**config.mk**
```make
export PLATFORM = sky130hd
export DESIGN_NAME = guess_entry_ctrl
export DESIGN_NICKNAME = d
export VERILOG_FILES = /design/src/rtl/guess_entry_ctrl_pkg.sv /design/src/rtl/key_event_detect.sv /design/src/rtl/guess_entry_ctrl.sv
export SDC_FILE = /design/constraint.sdc
export NUM_CORES = 1
export LEC_CHECK = 0
export ABC_CLOCK_PERIOD_IN_PS = 3300
export CAP_MARGIN = 15
export CORE_MARGIN = 2
export CORE_UTILIZATION = 35
export DETAILED_ROUTE_END_ITERATION = 10
export PLACE_DENSITY_LB_ADDON = 0.15
export SLEW_MARGIN = 20
export SYNTH_ARGS = -nofsm -noshare
export SYNTH_HDL_FRONTEND = slang
export SYNTH_HIERARCHICAL = 1
export SYNTH_SLANG_ARGS = --single-unit
export TNS_END_PERCENT = 50
```
**constraint.sdc**
```tcl
create_clock -name clk -period 3.3 [get_ports clk]
set_input_delay 0.66 -clock clk [delete_from_list [all_inputs] [get_ports clk]]
set_output_delay 0.66 -clock clk [all_outputs]
set_load 0.05 [all_outputs]
```
**src/rtl/guess_entry_ctrl_pkg.sv**
```systemverilog
// Shared constants for the keypad guess-entry path: key indices and FSM encodings.
package guess_entry_ctrl_pkg;

    localparam int unsigned KEY_W = 12;

    localparam logic [3:0] KEY_STAR = 4'd10;
    localparam logic [3:0] KEY_HASH = 4'd11;
    localparam logic [3:0] KEY_DIGIT_MAX = 4'd9;

    localparam logic [1:0] S_IDLE   = 2'b00;
    localparam logic [1:0] S_ENTRY  = 2'b01;
    localparam logic [1:0] S_COMMIT = 2'b10;

endpackage

```
**src/rtl/key_event_detect.sv**
```systemverilog
// Turns a held one-hot keypad code into a single-cycle key event with a 4-bit key index.
module key_event_detect
    import guess_entry_ctrl_pkg::*;
(
    input  logic             clk,
    input  logic             rst,
    input  logic [KEY_W-1:0] scan_code,
    input  logic             scan_valid,
    output logic [3:0]       key_idx,
    output logic             key_evt
);

    logic valid_q;

    always_ff @(posedge clk or negedge rst) begin
        if (!rst) begin
            valid_q <= 1'b0;
        end else begin
            valid_q <= scan_valid;
        end
    end

    always_comb begin
        key_idx = 4'd0;
        for (int i = 0; i < KEY_W; i++) begin
            if (scan_code[i]) begin
                key_idx = 4'(i);
            end
        end
    end

    // Only the first cycle of a press counts, and only for a clean one-hot code.
    assign key_evt = scan_valid && !valid_q && $onehot(scan_code);

endmodule

```
**src/rtl/guess_entry_ctrl.sv**
```systemverilog
// Keypad guess entry: BCD buffer with backspace, '*' commit via valid/ack, idle timeout.
module guess_entry_ctrl
    import guess_entry_ctrl_pkg::*;
#(
    parameter int unsigned DIGITS      = 2,
    parameter int unsigned VAL_W       = 7,
    parameter int unsigned TIMEOUT_CYC = 50000000,
    parameter int unsigned CNT_W       = 26
) (
    input  logic                  clk,
    input  logic                  rst,
    input  logic [KEY_W-1:0]      scan_code,
    input  logic                  scan_valid,
    input  logic                  guess_ack,
    input  logic                  clear_req,
    output logic [4*DIGITS-1:0]   digit_bcd,
    output logic [1:0]            digit_cnt,
    output logic [VAL_W-1:0]      guess_val,
    output logic                  guess_valid,
    output logic                  entry_busy,
    output logic                  timeout
);

    localparam logic [1:0]       DIG_MAX = 2'(DIGITS);
    localparam logic [CNT_W-1:0] TO_LAST = CNT_W'(TIMEOUT_CYC - 1);

    logic [3:0]          key_idx;
    logic                key_evt;
    logic                is_digit;

    logic [1:0]          state_q, state_d;
    logic [4*DIGITS-1:0] buf_q, buf_d;
    logic [1:0]          cnt_q, cnt_d;
    logic [VAL_W-1:0]    val_q, val_d;
    logic                valid_q, valid_d;
    logic                busy_q;
    logic                tout_q, tout_d;
    logic [CNT_W-1:0]    timer_q, timer_d;
    logic [VAL_W-1:0]    conv;

    key_event_detect u_key_event_detect (
        .clk        (clk),
        .rst        (rst),
        .scan_code  (scan_code),
        .scan_valid (scan_valid),
        .key_idx    (key_idx),
        .key_evt    (key_evt)
    );

    assign is_digit = (key_idx <= KEY_DIGIT_MAX);

    // Horner over the BCD buffer, MSD first; x10 as (v<<3)+(v<<1).
    always_comb begin
        conv = '0;
        for (int i = DIGITS - 1; i >= 0; i--) begin
            conv = (conv << 3) + (conv << 1) + VAL_W'(buf_q[4*i +: 4]);
        end
    end

    always_comb begin
        state_d = state_q;
        buf_d   = buf_q;
        cnt_d   = cnt_q;
        val_d   = val_q;
        valid_d = valid_q;
        timer_d = timer_q;
        tout_d  = 1'b0;
        if (clear_req) begin
            state_d = S_IDLE;
            buf_d   = '0;
            cnt_d   = 2'd0;
            val_d   = '0;
            valid_d = 1'b0;
            timer_d = '0;
        end else begin
            case (state_q)
                S_IDLE: begin
                    if (key_evt && is_digit) begin
                        buf_d   = {{(4*DIGITS-4){1'b0}}, key_idx};
                        cnt_d   = 2'd1;
                        timer_d = '0;
                        state_d = S_ENTRY;
                    end
                end
                S_ENTRY: begin
                    if (key_evt) begin
                        timer_d = '0;
                        if (is_digit) begin
                            if (cnt_q < DIG_MAX) begin
                                buf_d = {buf_q[4*DIGITS-5:0], key_idx};
                                cnt_d = cnt_q + 2'd1;
                            end
                        end else if (key_idx == KEY_HASH) begin
                            buf_d = {4'h0, buf_q[4*DIGITS-1:4]};
                            cnt_d = cnt_q - 2'd1;
                            if (cnt_q == 2'd1) begin
                                state_d = S_IDLE;
                            end
                        end else begin
                            val_d   = conv;
                            valid_d = 1'b1;
                            state_d = S_COMMIT;
                        end
                    end else if (timer_q == TO_LAST) begin
                        buf_d   = '0;
                        cnt_d   = 2'd0;
                        timer_d = '0;
                        tout_d  = 1'b1;
                        state_d = S_IDLE;
                    end else begin
                        timer_d = timer_q + 1'b1;
                    end
                end
                S_COMMIT: begin
                    if (guess_ack) begin
                        buf_d   = '0;
                        cnt_d   = 2'd0;
                        val_d   = '0;
                        valid_d = 1'b0;
                        state_d = S_IDLE;
                    end
                end
                default: begin
                    state_d = S_IDLE;
                end
            endcase
        end
    end

    always_ff @(posedge clk or negedge rst) begin
        if (!rst) begin
            state_q <= S_IDLE;
            buf_q   <= '0;
            cnt_q   <= 2'd0;
            val_q   <= '0;
            valid_q <= 1'b0;
            busy_q  <= 1'b0;
            tout_q  <= 1'b0;
            timer_q <= '0;
        end else begin
            state_q <= state_d;
            buf_q   <= buf_d;
            cnt_q   <= cnt_d;
            val_q   <= val_d;
            valid_q <= valid_d;
            busy_q  <= (state_d != S_IDLE);
            tout_q  <= tout_d;
            timer_q <= timer_d;
        end
    end

    assign digit_bcd   = buf_q;
    assign digit_cnt   = cnt_q;
    assign guess_val   = val_q;
    assign guess_valid = valid_q;
    assign entry_busy  = busy_q;
    assign timeout     = tout_q;

endmodule

```
-- After elaboration in Yosys (flattened, before gate mapping)
Cells that the tools add are included.
- bits in registers: 49
- output and inout port bits: 20
- word-level logic and storage cells: 112
- input bits: 17
- order comparisons: 2
- reduce and logical (&&, ||, !) cells: 12
- equal/unequal tests: 14
- $add $sub $neg: 16
- multiplexer cells: 59
- operator list (kind ; number):
    2-to-1 mux 26 bit ; 4
    2-to-1 mux 8 bit ; 8
    one-hot mux 26 bit (2 select lines) ; 1
    2-to-1 mux 4 bit ; 10
    2-to-1 mux 7 bit ; 5
    2-to-1 mux 2 bit ; 16
    adder 26 x 1 -> 26 bit, second input constant ; 1
    == test 26 bit, second input constant ; 1
    one-hot mux 8 bit (3 select lines) ; 1
    adder 4 bit ; 5
    inequality test 3 bit, second input constant ; 5
    one-hot mux 7 bit (2 select lines) ; 1
    adder 1 x 1 -> 2 bit ; 6
    one-hot mux 2 bit (3 select lines) ; 2
    2-to-1 mux 1 bit ; 10
    inequality test 5 bit, second input constant ; 2
    adder 7 x 4 -> 7 bit ; 1
    adder 7 x 5 -> 7 bit ; 1
    AND reduction 6 bit ; 1
    nonzero test 3 bit ; 2
    AND reduction 5 bit ; 1
    == test 2 x 1 -> 1 bit, second input constant ; 2
    == test 4 x 1 -> 1 bit, second input constant ; 1
    == test 4 bit, second input constant ; 1
    other kinds (13) ; 15

-- Logic depth before layout (Yosys ltp)
- depth in word-level cells: 18
- depth in mapped cells: 19
- gate-level depth less buffers: 17

-- Cells and area by module
The synthesis kept the hierarchy.
- by module, submodules not included (module ; cells each ; instances ; sequential area each (µm²) ; area each (µm²)):
    guess_entry_ctrl ; 288 ; 1 ; 1201.2 ; 2832.7
    key_event_detect ; 48 ; 1 ; 25.0 ; 395.4

-- Worst setup path before layout
No wires, ideal clock.
- kind: input to register
- from: input port scan_code[0]
- to: register buf_q[5], in the netlist digit_bcd[5]
- slack: -1594 ps
- cell stages on the path: 17
- arrival time: 4773 ps
- buffers on the path: 2
- data required time: 3179 ps
- setup time: 121 ps
- cells stage by stage: fa_1 > fa_1 > inv_1 > fa_1 > fa_1 > inv_1 > ha_1 > inv_1 > fa_1 > nand4b_1 > nor3_1 > buf_2 > nand2_2 > a2111o_1 > a21o_1 > buf_6 > a22o_1
- word-level cells in the longest chain between the ends: 9
- elaborated cells between the ends (all ways): 15
- those cells by class: add/sub: 4; eq/ne: 5; mux: 3; reduce/logical: 3
- ends and longest elaborated chain (item ; line ; source):
    start, declared ; guess_entry_ctrl.sv:12 ; input logic [KEY_W-1:0] scan_code,
    adder 1 x 1 -> 2 bit (implied by the code) * ; key_event_detect.sv:33 ; assign key_evt = scan_valid && !valid_q && $onehot(scan_code);
    adder 4 bit (implied by the code) * (3 in a row) ; key_event_detect.sv:33 ;
    == test 4 x 1 -> 1 bit * ; key_event_detect.sv:33 ;
    logical AND 1 bit * ; key_event_detect.sv:33 ;
    via key_evt ; guess_entry_ctrl.sv:28 ; logic key_evt;
    logical AND 1 bit / 2-to-1 mux 8 bit (equally long branches) ; guess_entry_ctrl.sv:78, guess_entry_ctrl.sv:86 ;
    inequality test 3 bit (no line) / one-hot mux 8 bit (3 select lines) (equally long branches) ; - ;
    AND reduction 6 bit (no line) / 2-to-1 mux 8 bit (equally long branches) ; - ;
    end signal, assigned ; guess_entry_ctrl.sv:142 ; buf_q <= buf_d;
    end, declared ; guess_entry_ctrl.sv:32 ; logic [4*DIGITS-1:0] buf_q, buf_d;
Mark *: on every way through the listed nets, which the timed path passes. The rest lies on a longest branch.
A chain may end at the register's enable or synchronous reset.

-- Worst setup path after layout
- from: input port scan_code[0]
- to: register timer_q[10]
- word-level cells in the longest chain between the ends: 9
- elaborated cells between the ends (all ways): 12
- those cells by class: add/sub: 4; eq/ne: 2; mux: 3; reduce/logical: 3
- ends and longest elaborated chain (item ; line ; source):
    adder 1 x 1 -> 2 bit (implied by the code) * ; key_event_detect.sv:33 ;
    adder 4 bit (implied by the code) * (3 in a row) ; key_event_detect.sv:33 ;
    == test 4 x 1 -> 1 bit * ; key_event_detect.sv:33 ;
    logical AND 1 bit * ; key_event_detect.sv:33 ;
    via key_evt ; guess_entry_ctrl.sv:28 ;
    2-to-1 mux 26 bit / logical AND 1 bit (equally long branches) ; guess_entry_ctrl.sv:86, guess_entry_ctrl.sv:78 ;
    one-hot mux 26 bit (2 select lines) / inequality test 3 bit (equally long branches) ; - ;
    2-to-1 mux 26 bit / AND reduction 2 bit (equally long branches) ; - ;
    end signal, assigned ; guess_entry_ctrl.sv:148 ; timer_q <= timer_d;
    end, declared ; guess_entry_ctrl.sv:38 ; logic [CNT_W-1:0] timer_q, timer_d;
Marked as above.

==> results by group <==
Outcome
  – Status: finished with violations
  – Violated checks: negative setup slack

Place
  – GP Congestion: 0.834
  – # port buffers: 36
  – HPWL after DPL: 5920 um
  – Post-Place Cells: 514
  – Placed cell area: 4010 um2

Timing
  – Final hold vios: 0
  – Slew HR: 0.540
  – Final Skew: 8.75 ps
  – Setup TNS: -66560 ps
  – Final Cycle Share: 1.45
  – Final WS setup: -1500 ps
  – Setup Viol. Count Final: 48
  – Tmin final: 4800 ps
  – Max Freq: 208 MHz
  – Slew Viols, Final: 0
  – RSZ-0062 raised after global routing: true
  – Worst Max-Slew Pin Slew: 690 ps

Detailed routing
  – Post-route ant nets: 0
  – Initial DRC count: 93
  – WL/cell: 14.7 um
  – Routed wire length: 7800 um
  – Vias: 2750
  – Via-to-Cell Ratio: 5.19
  – # DRC: 0
  – DRT Pass-1 Iters: 4

Logic synthesis
  – Synth Register Bits: 49
  – Syn_nets: 379
  – Synth Warn #: 6
  – Number of synthesized flops with an enable pin: 0
  – Top cells by area, synth: dfrtp_1 38%, ha_1 6.6%, fa_1 5.6%
  – Cell Area, Synth: 3230 um2
  – Unique masters post-synth: 63
  – Seq/Total Area, Yosys: 0.380
  – Gate Count Post-Synth: 336
  – Share of synthesized registers carrying an async set or reset: 1.00
  – Main synth FF type: dfrtp_1
  – Syn Area/Cell: 9.61 um2
  – Top-area cell type share of the netlist area: 0.380
  – Leading area contributor after synthesis: dfrtp_1

Worst setup path
  – Crit. End Element: register
  – Startpoint Class: input port
  – CP Class: in2reg
  – Critical-path maximum fanout: 7
  – CP Data Arrival Time: 5040 ps
  – CP required: 3540 ps

Clock network
  – Clock Sinks: 49
  – CTS Buffer Depth: 2
  – Reg clk slew, reported paths: 100 ps
  – H-tree lvl count: 2
  – Clk Latency, worst-skew pair: 310 ps
  – CTS root buf: clkbuf_8
  – Post-CTS Hold Buffers: 0
  – Number of CTS-inserted buffers: 5
  – CTS tree: done

Floorplanning
  – Die H: 100 um
  – Core area: 9110 um2
  – # IOs: 37
  – Initial Util: 0.354
  – Row count: 35
  – Die area: 10000 um2
  – Die width: 100 um

Global routing
  – Number of global-route vias before repair: 2931
  – Largest net degree at the start of global routing: 31
  – Initial antenna violation count: 0
  – First-pass GRT wire length: 13700 um
  – Gr usage total: 0.170
  – Grt total ovfl: 0

Cells and area
  – Leading cell type in the layout, fill and taps excluded: dfrtp_1
  – Commonest non-fill, non-tap cells in the layout: 49 x dfrtp_1, 44 x buf_4, 33 x inv_1
  – Filler cells: 894
  – Multi-input logic area: 1930 um2
  – Register area: 1230 um2
  – Non-Filler Instances: 530
  – Final Util: 0.467
  – Share of layout cells above drive strength 1: 0.241
  – Inserted Diodes: 0
  – Area delta synth->final: 31.9%
  – # nets final: 461
  – Final instance area: 4260 um2

Hold path
  – Worst hold path type: in2async

Run
  – Max-cap viol count: 0

Power
  – VDD IR max: 211 uV
  – Pwr Density: 312 nW/um2
  – Leakage: 0.00197 uW
  – Pwr Total: 1330 uW
worst max-delay path: stages:
cell and delay, ps:
buf_6 90, fa_1 490, fa_1 520, inv_1 50, fa_1 490, fa_1 410, inv_1 70, ha_2 180
inv_2 40, fa_1 370, nor2b_1 140, a31oi_1 170, nor3_2 50, buf_4 160, or3_4 410, o21bai_4 200
or4_1 470, o21ai_1 80
area by class of cell:
| type | count | area share |
|---|---|---|
| tap | 111 | 0.0326 |
| clock inverter | 3 | 0.00500 |
| inverter | 35 | 0.0309 |
| timing repair buffer | 85 | 0.173 |
| sequential | 49 | 0.288 |
| clock buffer | 5 | 0.0162 |
| multi-input combinational | 242 | 0.454 |
per-stage QoR:
step / worst slack (ps) / hold WS (ps)
floorplan: -1530 / 364
CTS: -1730 / 404
global route: -1700 / 438
global placement: -2150 / 491
finish: -1500 / 386
detailed placement: -2300 / 499
cells by family after synthesis:
logic type	share of synthesized area
buffers and inverters	0.0577
flip-flops	0.380
AND/OR/NAND/NOR	0.207
adder cells (fa/ha/maj)	0.122
multiplexers	0.0357
AO/OA/AOI/OAI	0.155
XOR/XNOR	0.0434
path summary, 6_finish.rpt:
check,cells after the start,slack (ps),to,start
max in group asynchronous,2,2180,u_key_event_detect/valid_q$_DFF_PN0_,rst
min,1,390,timer_q[19]$_DFFE_PN0P_,rst
max reg2reg,9,740,guess_val[6]$_DFFE_PN0P_,digit_bcd[3]$_DFFE_PN0P_
max,18,-1500,timer_q[10]$_DFFE_PN0P_,scan_code[0]
min in group clk,1,520,guess_val[5]$_DFFE_PN0P_,guess_val[5]$_DFFE_PN0P_
min reg2reg,1,520,guess_val[5]$_DFFE_PN0P_,guess_val[5]$_DFFE_PN0P_
metal layers:
metal	GRT usage	share of wire	wire, um
met1	0.221	0.46	3590
met2	0.294	0.50	3920
met4	0.0443	0.0089	69
met5	0	0	0
met3	0.0286	0.028	222
state kept, by name, summed over array words and instances, names as in the netlist:
name,flops
digit_bcd,8
timer_q,26
entry_busy,1
timeout,1
digit_cnt,2
guess_val,7
guess_valid,1
u_key_event_detect/valid_q,1
state_q,2
repair_timing:
action | 4_1_cts | 5_1_grt
pin swaps | 28 | 20
resized for setup | 38 | 22
setup endpoints to repair | 48 | 48
buffers inserted | 7 | 3
synthesized netlist by cell type, drive strengths merged (9+ instances only):
| cell type | count |
|---|---|
| dfrtp | 49 |
| inv | 35 |
| nor2 | 29 |
| nand2 | 22 |
| ha | 17 |
| xor2 | 15 |
| o21ai | 13 |
| nand3 | 12 |
| nor3 | 12 |
| a22o | 10 |
| nand4 | 10 |
| a21oi | 9 |
| fa | 9 |
where the power goes:
part,internal (uW),leakage [uW],switching (uW)
clock,151,0.0000445,224
combinational,159,0.00125,179
sequential,607,0.000680,6.95
(Power assumes the default switching activity.)
